<file path="config.mk">
export PLATFORM = sky130hd
export DESIGN_NAME = pc_sequencer
export DESIGN_NICKNAME = d
export VERILOG_FILES = /design/src/rtl/pc_sequencer.sv
export SDC_FILE = /design/constraint.sdc
export NUM_CORES = 1
export LEC_CHECK = 0
export ABC_AREA = 1
export CAP_MARGIN = 40
export CORE_MARGIN = 4
export CORE_UTILIZATION = 34
export DETAILED_ROUTE_END_ITERATION = 8
export MAX_ROUTING_LAYER = met4
export PLACE_DENSITY = 0.62
export RECOVER_POWER = 100
export SLEW_MARGIN = 30
export SYNTH_ARGS = -nofsm -noshare
export SYNTH_HDL_FRONTEND = slang
export SYNTH_SLANG_ARGS = --single-unit
</file>
<file path="constraint.sdc">
create_clock -name clk -period 2.7 [get_ports clk]
set_input_delay 0.27 -clock clk [delete_from_list [all_inputs] [get_ports clk]]
set_output_delay 0.27 -clock clk [all_outputs]
set_load 0.01 [all_outputs]
</file>
<file path="src/rtl/pc_sequencer.sv">
// Fetch/next-PC controller: owns the PC, fetches over a req/ack handshake,
// then picks sequential, relative-branch or page-local-jump successor once resolved.
module pc_sequencer #(
    parameter int unsigned     PC_W        = 8,
    parameter logic [PC_W-1:0] RESET_PC    = '0,
    parameter int unsigned     ACK_TIMEOUT = 15
) (
    input  logic            clk,
    input  logic            rst_n,
    input  logic            start,
    output logic            imem_req,
    output logic [PC_W-1:0] imem_addr,
    input  logic            imem_ack,
    input  logic [7:0]      imem_data,
    output logic            instr_valid,
    output logic [7:0]      instr,
    input  logic            resolve_valid,
    input  logic            branch_taken,
    input  logic            jump,
    input  logic            halt,
    input  logic [7:0]      offset,
    input  logic [4:0]      target,
    input  logic            stall,
    output logic [PC_W-1:0] pc,
    output logic            busy,
    output logic            halted,
    output logic            err,
    output logic [7:0]      retire_cnt
);

    typedef enum logic [1:0] {
        S_IDLE,
        S_FETCH,
        S_RESOLVE,
        S_HALT
    } state_t;

    localparam logic [7:0] WAIT_LAST = 8'(ACK_TIMEOUT - 1);

    state_t          r_state;
    logic [PC_W-1:0] r_pc;
    logic [7:0]      r_wait_cnt;
    logic            r_imem_req;
    logic            r_instr_valid;
    logic [7:0]      r_instr;
    logic            r_busy;
    logic            r_halted;
    logic            r_err;
    logic [7:0]      r_retire_cnt;

    state_t          w_state_next;
    logic [PC_W-1:0] w_pc_next;
    logic [7:0]      w_wait_next;
    logic            w_req_next;
    logic            w_valid_next;
    logic [7:0]      w_instr_next;
    logic            w_err_next;
    logic [7:0]      w_retire_next;
    logic [PC_W-1:0] w_seq_pc;
    logic [PC_W-1:0] w_branch_pc;
    logic [PC_W-1:0] w_jump_pc;

    assign w_seq_pc    = r_pc + PC_W'(1);
    // Size-casting the signed offset sign-extends it before the modular add.
    assign w_branch_pc = w_seq_pc + PC_W'($signed(offset));
    assign w_jump_pc   = {r_pc[PC_W-1:5], target};

    always_comb begin
        // NOTE: every signal gets a default first so no path leaves it unassigned (no latches).
        w_state_next  = r_state;
        w_pc_next     = r_pc;
        w_wait_next   = r_wait_cnt;
        w_req_next    = 1'b0;
        w_valid_next  = 1'b0;
        w_instr_next  = r_instr;
        w_err_next    = r_err;
        w_retire_next = r_retire_cnt;

        case (r_state)
            S_IDLE: begin
                if (start) begin
                    w_state_next = S_FETCH;
                    w_req_next   = 1'b1;
                    w_wait_next  = 8'd0;
                end
            end
            S_FETCH: begin
                if (imem_ack) begin
                    w_state_next = S_RESOLVE;
                    w_instr_next = imem_data;
                    w_valid_next = 1'b1;
                    w_wait_next  = 8'd0;
                end else if (r_wait_cnt == WAIT_LAST) begin
                    w_state_next = S_HALT;
                    w_err_next   = 1'b1;
                    w_wait_next  = 8'd0;
                end else begin
                    w_wait_next = r_wait_cnt + 8'd1;
                    w_req_next  = 1'b1;
                end
            end
            S_RESOLVE: begin
                if (resolve_valid && !stall) begin
                    if (halt) begin
                        w_state_next = S_HALT;
                    end else begin
                        if (jump)              w_pc_next = w_jump_pc;
                        else if (branch_taken) w_pc_next = w_branch_pc;
                        else                   w_pc_next = w_seq_pc;
                        w_retire_next = r_retire_cnt + 8'd1;
                        w_state_next  = S_FETCH;
                        w_req_next    = 1'b1;
                    end
                end
            end
            default: begin
                w_state_next = S_HALT;
            end
        endcase
    end

    always_ff @(posedge clk) begin
        // NOTE: non-blocking assignments so every register samples pre-edge values.
        if (!rst_n) begin
            r_state       <= S_IDLE;
            r_pc          <= RESET_PC;
            r_wait_cnt    <= 8'd0;
            r_imem_req    <= 1'b0;
            r_instr_valid <= 1'b0;
            r_instr       <= 8'd0;
            r_busy        <= 1'b0;
            r_halted      <= 1'b0;
            r_err         <= 1'b0;
            r_retire_cnt  <= 8'd0;
        end else begin
            r_state       <= w_state_next;
            r_pc          <= w_pc_next;
            r_wait_cnt    <= w_wait_next;
            r_imem_req    <= w_req_next;
            r_instr_valid <= w_valid_next;
            r_instr       <= w_instr_next;
            r_busy        <= (w_state_next == S_FETCH) || (w_state_next == S_RESOLVE);
            r_halted      <= (w_state_next == S_HALT);
            r_err         <= w_err_next;
            r_retire_cnt  <= w_retire_next;
        end
    end

    assign imem_req    = r_imem_req;
    assign imem_addr   = r_pc;
    assign instr_valid = r_instr_valid;
    assign instr       = r_instr;
    assign pc          = r_pc;
    assign busy        = r_busy;
    assign halted      = r_halted;
    assign err         = r_err;
    assign retire_cnt  = r_retire_cnt;

endmodule

</file>
* Word-level counts from Yosys, hierarchy flattened *
Cells that the tools add are included.

storage, ports and cells
  output and inout bits = 37
  bits in latches = 0
  bits in registers = 39
  RAM bits = 0
  ROM bits = 0
  memories kept = 0
  logic and storage cells = 55

operators by class
  div/mod/pow operators = 0
  multiplexer cells = 19
  shift-type cells = 0
  bitwise operators = 3
  magnitude comparators = 0
  add/sub/neg operators = 4
  equality and inequality tests = 7
  multipliers = 0
  reductions and logical operators = 11

operators with widths
  kind                   count
  $mux W8                4
  $add A8 B1 Y8 const B  3
  $pmux W8 S2            1
  $mux W2                5
  $add A8 B8 Y8          1
  $eq A8 B4 Y1 const B   1
  $eq A2 B2 Y1 const B   3
  $mux W1                6
  $pmux W2 S3            1
  $reduce_and A2 Y1      3
  $reduce_and A3 Y1      2
  $mux W5                1
  $eq A2 B1 Y1 const B   2
  $reduce_and A4 Y1      1
  $not A1 Y1             3
  $pmux W1 S3            1
  $logic_not A2 Y1       1
  $ne A2 B2 Y1 const B   1
  $reduce_bool A2 Y1     1
  $logic_and A1 B1 Y1    1
  $logic_not A1 Y1       1
  $logic_or A1 B1 Y1     1

* Longest topological paths before layout *
Gate-level depths: netlist (run 1).

  word-level depth = 6
  depth in mapped cells = 16
  depth with buffers taken out = 16

* Worst setup path after synthesis (run 1) *
OpenSTA, ideal clock, no wires.

  path type = reg2reg
  from = register r_pc[0] (netlist: imem_addr[0])
  to = register r_pc[7] (netlist: imem_addr[7])
  path buffers = 0
  setup slack = 0.643 ns
  arrival = 1.938 ns
  cell stages (with the launch flop) = 16
  library setup time = 0.119 ns
  data required time = 2.581 ns
  path through = dfxtp_1 ha_1 nand2_1 nor2_1 nand2_1 nand2_1 nand2_1 ha_1 nand2_1 inv_1 nand2_1 nand2_1 a21oi_1 nand3_1 nand3_1 a21oi_1

between the ends
  cells in the longest elaborated chain, start to end = 3

ends and longest elaborated chain
  element                   RTL line  source
  start: declaration        41        logic [PC_W-1:0] r_pc;
  start signal: assignment  137       r_pc <= w_pc_next;
  $add A8 B1 Y8 *           63        assign w_seq_pc = r_pc + PC_W'(1);
  $add A8 B8 Y8             65        assign w_branch_pc = w_seq_pc + PC_W'($signed(offset));
  $mux W8 *                 108       else if (branch_taken) w_pc_next = w_branch_pc;

Every way passes the cells marked *; elsewhere a longest branch is shown, timed or not.
A chain may end at the register's enable or synchronous reset.

* Final worst setup path (run 1) *
Ends and elaborated chain as after synthesis.

==> impl_metrics.sql, run 1 <==
INSERT INTO impl_metrics (metric_group, metric, value, unit) VALUES
('status', 'outcome', 'finished clean', ''),
('sta', 'final-setup-viol-count', '0', ''),
('global_route', 'antenna_violations_before_repair', '0', ''),
('yosys', 'dominant_combinational_cell_family_by_area_after_synthesis', 'simple AND/OR/NAND/NOR gates', ''),
('clock_network', 'htree_num_levels', '2', ''),
('setup_path', 'critPathLaunchType', 'flip-flop', ''),
('detailed_routing', 'num_vias', '2293', ''),
('sta', 'timing_max_transition_violations_final', '0', ''),
('die', 'die_area', '8381', 'sq um'),
('yosys', 'post_synth_mux_area_share', '0', '%'),
('setup_path', 'crit_required', '2.92', 'ns'),
('yosys', 'yosys_warnings', '0', ''),
('clock_network', 'numClockSinks', '39', ''),
('sta', 'timing_worst_slew_pin_value', '0.7540', 'ns'),
('die', 'dieWidth', '91.55', 'microns'),
('finish', 'final.fill_count', '711', ''),
('finish', 'final_common_cell', 'sky130_fd_sc_hd__nand2_1', ''),
('clock_network', 'post_cts_buffers', '0', ''),
('sta', 'worst_clock_skew', '0.004687', 'ns'),
('clock_network', 'cts-buffers-inserted', '5', ''),
('sta', 'relSlewSlack', '49.68', '%'),
('finish', 'design.final.nets', '442', ''),
('sta', 'fin_tns_setup', '0', 'ns'),
('clock_network', 'cts-hold-fix-buffers', '0', ''),
('setup_path', 'capture_point_of_the_worst_reg_to_reg_path', 'imem_addr[7]', ''),
('finish', 'post_route_cells_drive_above_1_share', '5.038', '%'),
('detailed_routing', 'drtIter0Drc', '146', ''),
('run', 'drv_cap', '0', ''),
('sta', 'grt_setup_unrepaired', 'no', ''),
('worst_hold_path', 'min-delay-start', 'instr[7]', ''),
('clock_network', 'cts_buffer_depth', '2', ''),
('detailed_routing', 'post-route-drc-count', '0', ''),
('yosys', 'synth_ff_type', 'sky130_fd_sc_hd__dfxtp_1', ''),
('yosys', 'post_synth_xor_area_fraction', '3.321', '%'),
('power_and_ir_drop', 'power.density_cell_area', '379.0', 'nW/um^2'),
('global_route', 'gr_ovfl_total', '0', ''),
('setup_path', 'timing.rr.start', 'imem_addr[0]', ''),
('global_route', 'number_of_global_route_vias_before_repair', '2161', ''),
('yosys', 'syn-cell-area', '2374', 'sq um'),
('worst_hold_path', 'hold-path-cell-count', '2', ''),
('clock_network', 'post_cts_clock_slew_at_the_launch_and_capture_registers_of_the_worst_setup_and_hold_paths', '0.07', 'ns'),
('yosys', 'cell_count_after_synthesis', '339', ''),
('worst_hold_path', 'hold_path_end', 'instr[7]', ''),
('sta', 'max_freq', '441.6', 'MHz'),
('setup_path', 'critical_path_arrival', '2.49', 'ns'),
('yosys', 'syn-mean-instance-area', '7.002', 'sq um'),
('detailed_routing', 'vias_per_cell', '4.651', ''),
('clock_network', 'cts_tree', 'built', ''),
('global_route', 'wire_length_of_the_first_global_routing_pass', '9.867', 'mm'),
('die', 'floorplan.initialDensity', '34.94', '%'),
('clock_network', 'cts.root.buffer_cell', 'sky130_fd_sc_hd__clkbuf_8', ''),
('yosys', 'fraction_of_the_mapped_netlist_area_in_compound_gates', '15.55', '%'),
('yosys', 'number_of_synthesized_register_bits', '39', ''),
('yosys', 'post_synth_num_cell_types', '36', ''),
('yosys', 'synth_enable_flop_cells', '0', ''),
('place', 'gp_routability_congestion', '0.8753', ''),
('yosys', 'asyncSetResetFlopFracSynth', '0', '%'),
('clock_network', 'clock_network_latency_to_the_later_pin_of_the_worst_skew_pair', '0.29', 'ns'),
('finish', 'layout-area-overhead-vs-synth', '31.05', '%'),
('power_and_ir_drop', 'static-leakage-power', '0.001396', 'uW'),
('setup_path', 'worst-r2r-cell-count', '16', ''),
('setup_path', 'setup.reg_to_reg.worst_slack', '0.44', 'ns'),
('finish', 'antenna_cells_inserted', '0', ''),
('global_route', 'grt.total_usage', '14.78', '%'),
('setup_path', 'cp-end-kind', 'flip-flop', ''),
('die', 'design.portCount', '67', ''),
('detailed_routing', 'drt-wirelength-per-cell', '12.05', 'microns'),
('die', 'chipHeight', '91.55', 'microns'),
('global_route', 'grt_start_max_net_pins', '23', ''),
('clock_network', 'ctsResizeCount', '0', ''),
('finish', 'multiInputGateArea', '1281', 'sq um');
cells by family after synthesis:
kind of cell | count (synthesis)
AND/OR/NAND/NOR | 146
adder cells (fa/ha/maj) | 15
XOR/XNOR | 9
AO/OA/AOI/OAI | 67
buffers and inverters | 63
flip-flops | 39
sequential cells by signal, summed over array words and instances, names as in the netlist:
register / count
busy: 1
err: 1
halted: 1
imem_addr: 8
imem_req: 1
instr: 8
instr_valid: 1
r_state: 2
r_wait_cnt: 8
retire_cnt: 8
power by group:
group / leakage [uW] / switching, uW / internal [uW]
Sequential: 0.000316 / 8.15 / 590
Clock: 0.0000470 / 189 / 200
Combinational: 0.00103 / 103 / 88.7
Total: 0.00140 / 300 / 879
final cells by class:
type | count | area share, %
Multi-Input combinational cell | 237 | 41.19
Sequential cell | 39 | 25.10
Timing Repair Buffer | 67 | 21.36
Inverter | 47 | 5.672
Tap cell | 96 | 3.862
Clock buffer | 6 | 2.655
Clock inverter | 1 | 0.1609
how the worst max path moves through the flow:
stage / endpoint / startpoint / cells past startpoint / slack, ns
final: imem_addr[7] / imem_addr[0] / 16 / 0.44
after global routing: imem_addr[7] / imem_addr[0] / 16 / 0.11
after CTS: imem_addr[7] / imem_addr[0] / 16 / 0.42
after detailed placement: imem_addr[7] / imem_addr[0] / 16 / 0.46
after global placement: imem_addr[7] / imem_addr[0] / 16 / 0.56
after floorplan: imem_addr[7] / imem_addr[0] / 15 / 0.64
metrics by stage:
| step | utilization (%) | hold WS (ns) | std cells | total power, uW | cell area (sq um) |
|---|---|---|---|---|---|
| 6_report | 45.78 | 0.4609 | 493 | 1179 | 3110 |
| 5_1_grt | 45.78 | 0.4815 | 493 | 1249 | 3110 |
| 4_1_cts | 46.45 | 0.4673 | 493 | 1210 | 3156 |
| 3_5_place_dp | 45.16 | 0.4566 | 486 | 815.6 | 3068 |
| 3_3_place_gp | 45.16 | 0.4479 | 486 | 814.3 | 3068 |
| 2_1_floorplan | - | 0.4084 | 339 | 719.9 | 2374 |
critical path, stage by stage, from the launching register on:
cell                      delay (ns)
sky130_fd_sc_hd__dfxtp_1        0.43
sky130_fd_sc_hd__ha_1           0.21
sky130_fd_sc_hd__nand2_1        0.09
sky130_fd_sc_hd__nor2_1         0.19
sky130_fd_sc_hd__inv_1          0.06
sky130_fd_sc_hd__nand2_1        0.09
sky130_fd_sc_hd__inv_1          0.05
sky130_fd_sc_hd__ha_1           0.33
sky130_fd_sc_hd__nand2_1        0.10
sky130_fd_sc_hd__nand2_1        0.06
sky130_fd_sc_hd__nand2_1        0.05
sky130_fd_sc_hd__nand2_1        0.04
sky130_fd_sc_hd__a21oi_1        0.17
sky130_fd_sc_hd__inv_1          0.06
sky130_fd_sc_hd__nand2_1        0.06
sky130_fd_sc_hd__nand3_1        0.07
sky130_fd_sc_hd__a21oi_1        0.13
Yosys cell counts (3+ instances only):
master	number	area, sq um
sky130_fd_sc_hd__nand2_1	71	266.5
sky130_fd_sc_hd__dfxtp_1	39	780.8
sky130_fd_sc_hd__inv_1	39	146.4
sky130_fd_sc_hd__a21oi_1	34	170.2
sky130_fd_sc_hd__nand3_1	28	140.1
sky130_fd_sc_hd__nor2_1	25	93.84
sky130_fd_sc_hd__ha_1	14	175.2
sky130_fd_sc_hd__o21ai_0	13	65.06
sky130_fd_sc_hd__buf_4	8	60.06
sky130_fd_sc_hd__inv_2	7	26.28
sky130_fd_sc_hd__xor2_1	6	52.55
sky130_fd_sc_hd__clkbuf_1	5	18.77
sky130_fd_sc_hd__nand4_1	5	31.28
sky130_fd_sc_hd__o21ai_1	5	25.02
sky130_fd_sc_hd__a31oi_1	4	25.02
sky130_fd_sc_hd__nand2_2	4	25.02
sky130_fd_sc_hd__buf_2	3	15.01
sky130_fd_sc_hd__o211ai_1	3	22.52
sky130_fd_sc_hd__o21bai_1	3	22.52
sky130_fd_sc_hd__xnor2_1	3	26.28
routing by layer:
| metal | GRT usage [%] | share of wire [%] |
|---|---|---|
| met4 | 3.769 | 0.67 |
| met2 | 24.04 | 48 |
| met1 | 19.06 | 49 |
| met5 | - | 0 |
| met3 | 2.403 | 2.4 |
No activity file was read; power rests on OpenSTA's default activity.
==> inputs of run 2 (changes only) <==
- clock period: 2.7 -> 2.2 ns (I/O delays scaled with it)
==> run 2 against run 1 <==
Effect of this change: register-to-register slack got worse by 0.24 ns; sequential share of layout area decreased by 0.66 points; clock skew increased by 0.0020 ns; setup slack got worse by 0.24 ns; via count increased by 1.4%; highest routed layer unchanged.
==> impl_metrics.sql, run 2 (synthesis results as in run 1) <==
INSERT INTO impl_metrics (metric_group, metric, value, unit) VALUES
('finish', 'post_route_cells_drive_above_1_share', '9.204', '%'),
('global_route', 'wire_length_of_the_first_global_routing_pass', '10.12', 'mm'),
('run', 'drv_cap', '0', ''),
('place', 'place_inst', '491', ''),
('setup_path', 'timing.setup.critical_path_class', 'flip-flop to flip-flop', ''),
('sta', 'final-setup-viol-count', '0', ''),
('setup_path', 'critPathLaunchType', 'flip-flop', ''),
('setup_path', 'setup.reg_to_reg.worst_slack', '0.20', 'ns'),
('setup_path', 'crit_required', '2.42', 'ns'),
('detailed_routing', 'drtPass1Iterations', '4', ''),
('sta', 'timing_worst_slew_pin_value', '0.7584', 'ns'),
('sta', 'post-route-period-util', '91.05', '%'),
('power_and_ir_drop', 'static-leakage-power', '0.001431', 'uW'),
('finish', 'post-route-cell-area', '3199', 'sq um'),
('worst_hold_path', 'min-delay-start', 'instr[7]', ''),
('die', 'floorplan.initialDensity', '34.94', '%'),
('clock_network', 'cts_tree', 'built', ''),
('setup_path', 'cp-end-kind', 'flip-flop', ''),
('place', 'port_buffers', '66', ''),
('clock_network', 'htree_num_levels', '2', ''),
('sta', 'worst_clock_skew', '0.006716', 'ns'),
('detailed_routing', 'post-route-drc-count', '0', ''),
('setup_path', 'worst-r2r-cell-count', '14', ''),
('detailed_routing', 'vias_per_cell', '4.667', ''),
('finish', 'final-instance-count-excl-fill', '498', ''),
('finish', 'layout-area-overhead-vs-synth', '34.79', '%'),
('die', 'rows', '30', ''),
('die', 'die_area', '8381', 'sq um'),
('die', 'chipHeight', '91.55', 'microns'),
('worst_hold_path', 'hold_path.class', 'flip-flop to flip-flop', ''),
('clock_network', 'post_cts_clock_slew_at_the_launch_and_capture_registers_of_the_worst_setup_and_hold_paths', '0.07', 'ns'),
('worst_hold_path', 'hold-path-cell-count', '2', ''),
('global_route', 'gr_ovfl_total', '0', ''),
('setup_path', 'capture_point_of_the_worst_reg_to_reg_path', 'imem_addr[7]', ''),
('finish', 'design.final.nets', '447', ''),
('finish', 'antenna_cells_inserted', '0', ''),
('global_route', 'grt_start_max_net_pins', '23', ''),
('detailed_routing', 'drt-wirelength-per-cell', '11.97', 'microns'),
('worst_hold_path', 'hold_path_end', 'instr[7]', ''),
('sta', 'holdWs', '0.4584', 'ns'),
('sta', 'timing_max_transition_violations_final', '0', ''),
('sta', 'timing.final.crit_period', '2.003', 'ns'),
('die', 'core_area', '6794', 'sq um'),
('clock_network', 'cts_buffer_depth', '2', ''),
('status', 'outcome', 'finished clean', ''),
('setup_path', 'timing.rr.start', 'imem_addr[0]', ''),
('place', 'dpl-instance-area', '3105', 'sq um'),
('finish', 'final_common_cell', 'sky130_fd_sc_hd__nand2_1', ''),
('sta', 'relSlewSlack', '49.25', '%'),
('die', 'design.portCount', '67', ''),
('clock_network', 'numClockSinks', '39', ''),
('clock_network', 'clock_network_latency_to_the_later_pin_of_the_worst_skew_pair', '0.29', 'ns'),
('global_route', 'number_of_global_route_vias_before_repair', '2185', ''),
('power_and_ir_drop', 'power.density_cell_area', '453.7', 'nW/um^2'),
('detailed_routing', 'drtIter0Drc', '146', ''),
('clock_network', 'post_cts_buffers', '0', ''),
('detailed_routing', 'antenna_violating_nets_post_route', '0', ''),
('finish', 'layout.cells.most_common_list', 'sky130_fd_sc_hd__nand2_1 (72), sky130_fd_sc_hd__inv_1 (41), sky130_fd_sc_hd__dfxtp_1 (38), sky130_fd_sc_hd__dlygate4sd3_1 (38), sky130_fd_sc_hd__a21oi_1 (32)', ''),
('sta', 'max_freq', '499.2', 'MHz'),
('clock_network', 'cts-buffers-inserted', '5', ''),
('setup_path', 'crit_fanout', '6', ''),
('place', 'hpwlAfterDp', '4.642', 'mm'),
('sta', 'final_hold_viols', '0', ''),
('detailed_routing', 'detail_route.wirelength', '5.962', 'mm'),
('clock_network', 'cts.root.buffer_cell', 'sky130_fd_sc_hd__clkbuf_8', ''),
('sta', 'fin_tns_setup', '0', 'ns'),
('place', 'gp_routability_congestion', '0.8314', ''),
('detailed_routing', 'num_vias', '2324', ''),
('global_route', 'grt.total_usage', '15.06', '%'),
('setup_path', 'critical_path_arrival', '2.23', 'ns'),
('sta', 'grt_setup_unrepaired', 'no', ''),
('clock_network', 'cts-hold-fix-buffers', '0', ''),
('power_and_ir_drop', 'vdd_ir_drop_max', '275.8', 'uV'),
('die', 'dieWidth', '91.55', 'microns'),
('global_route', 'antenna_violations_before_repair', '0', '');
## run 2: cell count changes in the layout (fill, tap and decap cells not counted), moves of 2 or more
cell	previous run	this run
sky130_fd_sc_hd__a21oi_1	35	32
sky130_fd_sc_hd__a21oi_2	0	3
sky130_fd_sc_hd__buf_4	0	6
sky130_fd_sc_hd__clkinv_1	3	1
sky130_fd_sc_hd__ha_1	14	12
sky130_fd_sc_hd__ha_4	0	2
sky130_fd_sc_hd__nor2_1	27	25
sky130_fd_sc_hd__nor2_2	0	3
## run 2: worst max path at each step
stage	startpoint	end	cells after the start
2_1_floorplan	imem_addr[0]	imem_addr[7]	15
3_3_place_gp	imem_addr[2]	imem_addr[7]	13
3_5_place_dp	imem_addr[0]	imem_addr[7]	16
4_1_cts	imem_addr[0]	imem_addr[7]	16
5_1_grt	imem_addr[0]	imem_addr[7]	14
6_report	imem_addr[0]	imem_addr[7]	14
## run 2: cell type report
| type | count | area, sq um |
|---|---|---|
| Multi-Input combinational cell | 237 | 1328 |
| Fill cell | 711 | 3595 |
| Tap cell | 96 | 120.1 |
| Inverter | 47 | 176.4 |
| Sequential cell | 39 | 782.0 |
| Clock inverter | 1 | 5.005 |
| Clock buffer | 6 | 82.58 |
| Timing Repair Buffer | 72 | 705.7 |
## run 2: repair_timing
item                                    CTS  global route
gates resized for setup                   0             9
endpoints found under the setup margin    0             3
hold endpoints to repair                  0             0
## run 2: power breakdown
| group | switching (uW) | leakage, uW | total [uW] | internal [uW] |
|---|---|---|---|---|
| Combinational | 128 | 0.00107 | 243 | 115 |
| Clock | 228 | 0.0000470 | 474 | 246 |
| Sequential | 9.97 | 0.000316 | 735 | 725 |
## run 2: routing by layer
metal	vias to the layer above	track usage [%]	part of all wire [%]
met4	0	4.397	0.89
met1	1052	19.06	46
met2	47	24.35	49
met3	5	2.900	4.3
li1	1220	-	-
met5	-	-	0
## run 2: worst max-delay path, stage by stage, from the launching register on
cell	delay, ns
sky130_fd_sc_hd__dfxtp_1	0.34
sky130_fd_sc_hd__buf_4	0.14
sky130_fd_sc_hd__nand3_1	0.15
sky130_fd_sc_hd__nor2_2	0.16
sky130_fd_sc_hd__xor2_2	0.18
sky130_fd_sc_hd__ha_1	0.29
sky130_fd_sc_hd__nand2_1	0.10
sky130_fd_sc_hd__inv_1	0.04
sky130_fd_sc_hd__nand2_1	0.05
sky130_fd_sc_hd__nand2_1	0.06
sky130_fd_sc_hd__a21oi_2	0.12
sky130_fd_sc_hd__inv_1	0.05
sky130_fd_sc_hd__nand2_1	0.06
sky130_fd_sc_hd__nand3_1	0.07
sky130_fd_sc_hd__a21oi_2	0.13
## run 2: stage by stage
step	setup WS, ns	power [uW]	util [%]
after floorplan	0.1430	883.5	-
after global placement	0.1858	1002	45.71
after detailed placement	0.1278	1004	45.71
after CTS	0.09278	1487	47.00
after global routing	0.00006528	1526	47.09
final	0.1968	1451	47.09
==> inputs of run 3 (changes only) <==
--- a/constraint.sdc
+++ b/constraint.sdc
@@ -3,2 +3,2 @@
 set_output_delay 0.22 -clock clk [all_outputs]
-set_load 0.01 [all_outputs]
+set_load 0.005 [all_outputs]
==> run 3 against run 2 <==
Effect of this change: die area unchanged; count of clock-buffer cells in the layout unchanged; global-route usage is the same; critical path depth stayed put; first-iteration DRC count is 21% lower; combinational power shrank 2%; sequential share of layout area hardly changed; hold slack about the same; critical path type unchanged; largest power group unchanged.
==> impl_metrics.sql, run 3 (synthesis results as in run 1) <==
INSERT INTO impl_metrics (metric_group, metric, value, unit) VALUES
('setup_path', 'worst-r2r-cell-count', '14', ''),
('finish', 'final_common_cell', 'sky130_fd_sc_hd__nand2_1', ''),
('setup_path', 'setup.reg_to_reg.worst_slack', '0.20', 'ns'),
('die', 'chipHeight', '91.55', 'microns'),
('clock_network', 'cts_tree', 'built', ''),
('setup_path', 'crit_path_top_delay_cell', 'sky130_fd_sc_hd__dfxtp_1', ''),
('sta', 'max_freq', '499.2', 'MHz'),
('worst_hold_path', 'hold_path_end', 'instr[7]', ''),
('sta', 'timing_max_transition_violations_final', '0', ''),
('status', 'outcome', 'finished clean', ''),
('sta', 'final-setup-viol-count', '0', ''),
('die', 'floorplan.initialDensity', '34.94', '%'),
('finish', 'layout-area-overhead-vs-synth', '34.63', '%'),
('clock_network', 'cts.root.buffer_cell', 'sky130_fd_sc_hd__clkbuf_8', ''),
('die', 'core_area', '6794', 'sq um'),
('worst_hold_path', 'min-delay-start', 'instr[7]', ''),
('sta', 'relSlewSlack', '49.49', '%'),
('global_route', 'grt_start_max_net_pins', '23', ''),
('detailed_routing', 'vias_per_cell', '4.631', ''),
('power_and_ir_drop', 'static-leakage-power', '0.001412', 'uW'),
('place', 'hpwlAfterDp', '4.642', 'mm'),
('run', 'drv_cap', '0', ''),
('clock_network', 'ctsResizeCount', '0', ''),
('setup_path', 'critPathLaunchType', 'flip-flop', ''),
('clock_network', 'clock_network_latency_to_the_later_pin_of_the_worst_skew_pair', '0.29', 'ns'),
('finish', 'design.final.nets', '447', ''),
('die', 'rows', '30', ''),
('setup_path', 'crit_chain', 'buf_4 -> nand3_1 -> nor2_2 -> xor2_2 -> ha_1 -> nand2_1 -> inv_1 -> nand2_1 -> nand2_1 -> a21oi_2 -> inv_1 -> nand2_1 -> nand3_1 -> a21oi_2', ''),
('detailed_routing', 'antenna_violating_nets_post_route', '0', ''),
('setup_path', 'timing.setup.critical_path_class', 'flip-flop to flip-flop', ''),
('setup_path', 'crit_required', '2.42', 'ns'),
('sta', 'worst_clock_skew', '0.007073', 'ns'),
('detailed_routing', 'drt-wirelength-per-cell', '12.01', 'microns'),
('die', 'die_area', '8381', 'sq um'),
('global_route', 'antenna_violations_before_repair', '0', ''),
('die', 'design.portCount', '67', ''),
('worst_hold_path', 'hold_path.class', 'flip-flop to flip-flop', ''),
('worst_hold_path', 'hold-path-cell-count', '2', ''),
('sta', 'timing_worst_slew_pin_value', '0.7549', 'ns'),
('clock_network', 'post_cts_buffers', '0', ''),
('sta', 'post-route-period-util', '91.05', '%'),
('detailed_routing', 'detail_route.wirelength', '5.983', 'mm'),
('sta', 'final_hold_viols', '0', ''),
('detailed_routing', 'post-route-drc-count', '0', ''),
('place', 'port_buffers', '66', ''),
('clock_network', 'htree_num_levels', '2', ''),
('clock_network', 'post_cts_clock_slew_at_the_launch_and_capture_registers_of_the_worst_setup_and_hold_paths', '0.07', 'ns'),
('setup_path', 'timing.critical_path.mode_cell', 'sky130_fd_sc_hd__nand2_1', ''),
('power_and_ir_drop', 'power.density_cell_area', '452.9', 'nW/um^2'),
('clock_network', 'cts-hold-fix-buffers', '0', ''),
('global_route', 'gr_ovfl_total', '0', ''),
('die', 'dieWidth', '91.55', 'microns'),
('detailed_routing', 'drtPass1Iterations', '4', ''),
('setup_path', 'critical_path.max_stage_delay', '0.34', 'ns'),
('finish', 'antenna_cells_inserted', '0', ''),
('clock_network', 'cts-buffers-inserted', '5', ''),
('global_route', 'number_of_global_route_vias_before_repair', '2185', ''),
('detailed_routing', 'drtIter0Drc', '116', ''),
('global_route', 'wire_length_of_the_first_global_routing_pass', '10.12', 'mm'),
('setup_path', 'cp-end-kind', 'flip-flop', ''),
('power_and_ir_drop', 'vdd_ir_drop_max', '276.1', 'uV'),
('setup_path', 'critical_path_arrival', '2.23', 'ns'),
('clock_network', 'cts_buffer_depth', '2', ''),
('detailed_routing', 'num_vias', '2306', ''),
('setup_path', 'timing.rr.start', 'imem_addr[0]', ''),
('power_and_ir_drop', 'power', '1447', 'uW'),
('place', 'gp_routability_congestion', '0.8314', ''),
('clock_network', 'numClockSinks', '39', ''),
('setup_path', 'capture_point_of_the_worst_reg_to_reg_path', 'imem_addr[7]', ''),
('sta', 'timing.final.crit_period', '2.003', 'ns'),
('setup_path', 'crit_fanout', '6', ''),
('sta', 'fin_tns_setup', '0', 'ns'),
('global_route', 'grt.total_usage', '15.06', '%'),
('finish', 'layout.cells.most_common_list', 'sky130_fd_sc_hd__nand2_1 (72), sky130_fd_sc_hd__inv_1 (41), sky130_fd_sc_hd__dfxtp_1 (38)', ''),
('finish', 'post_route_cells_drive_above_1_share', '8.955', '%');
## run 3: critical path, delay by kind of cell (launching register included)
kind / cells / cell delay, ns
adders and majority gates: 1 / 0.29
AOI/OAI and AO/OA: 2 / 0.25
DFF: 1 / 0.34
and+or+nand+nor: 7 / 0.65
xor gates and xnor gates: 1 / 0.18
buffers and inverters: 3 / 0.23
## run 3: how the worst max path moves through the flow
stage	startpoint	end	slack [ns]	cells past startpoint
floorplan	imem_addr[0]	imem_addr[7]	0.19	15
global placement	imem_addr[2]	imem_addr[7]	0.19	13
detailed placement	imem_addr[0]	imem_addr[7]	0.13	16
CTS	imem_addr[0]	imem_addr[7]	0.09	16
global route	imem_addr[0]	imem_addr[7]	-0.001	14
finish	imem_addr[0]	imem_addr[7]	0.20	14
## run 3: stage by stage
| step | util (%) | hold slack [ns] | cells | area [sq um] | worst slack (ns) |
|---|---|---|---|---|---|
| finish | 47.04 | 0.4585 | 498 | 3196 | 0.1968 |
| global route | 47.04 | 0.4781 | 498 | 3196 | -0.001313 |
| CTS | 47.00 | 0.4661 | 498 | 3193 | 0.09278 |
| detailed placement | 45.71 | 0.4559 | 491 | 3105 | 0.1278 |
| global placement | 45.71 | 0.4486 | 491 | 3105 | 0.1858 |
| floorplan | - | 0.3584 | 339 | 2374 | 0.1936 |
## run 3: routing by layer
metal / track usage [%] / up-vias / wire (microns)
met2: 24.35 / 41 / 2945
met5: - / - / 0
met4: 4.397 / 0 / 48
met1: 19.06 / 1043 / 2781
met3: 2.900 / 4 / 208
li1: - / 1218 / -
## run 3: area by class of cell
| class | instances | area [sq um] |
|---|---|---|
| multi-input combinational | 237 | 1328 |
| fill | 712 | 3598 |
| sequential | 39 | 782.0 |
| inverter | 47 | 176.4 |
| timing repair buffer | 72 | 701.9 |
| clock inverter | 1 | 5.005 |
| tap | 96 | 120.1 |
| clock buffer | 6 | 82.58 |
## run 3: power breakdown
group          switching (uW)  internal [uW]  leakage, uW
logic                     122            115      0.00105
registers                9.98            725     0.000316
clock network             230            246    0.0000470
total                     362           1090      0.00141
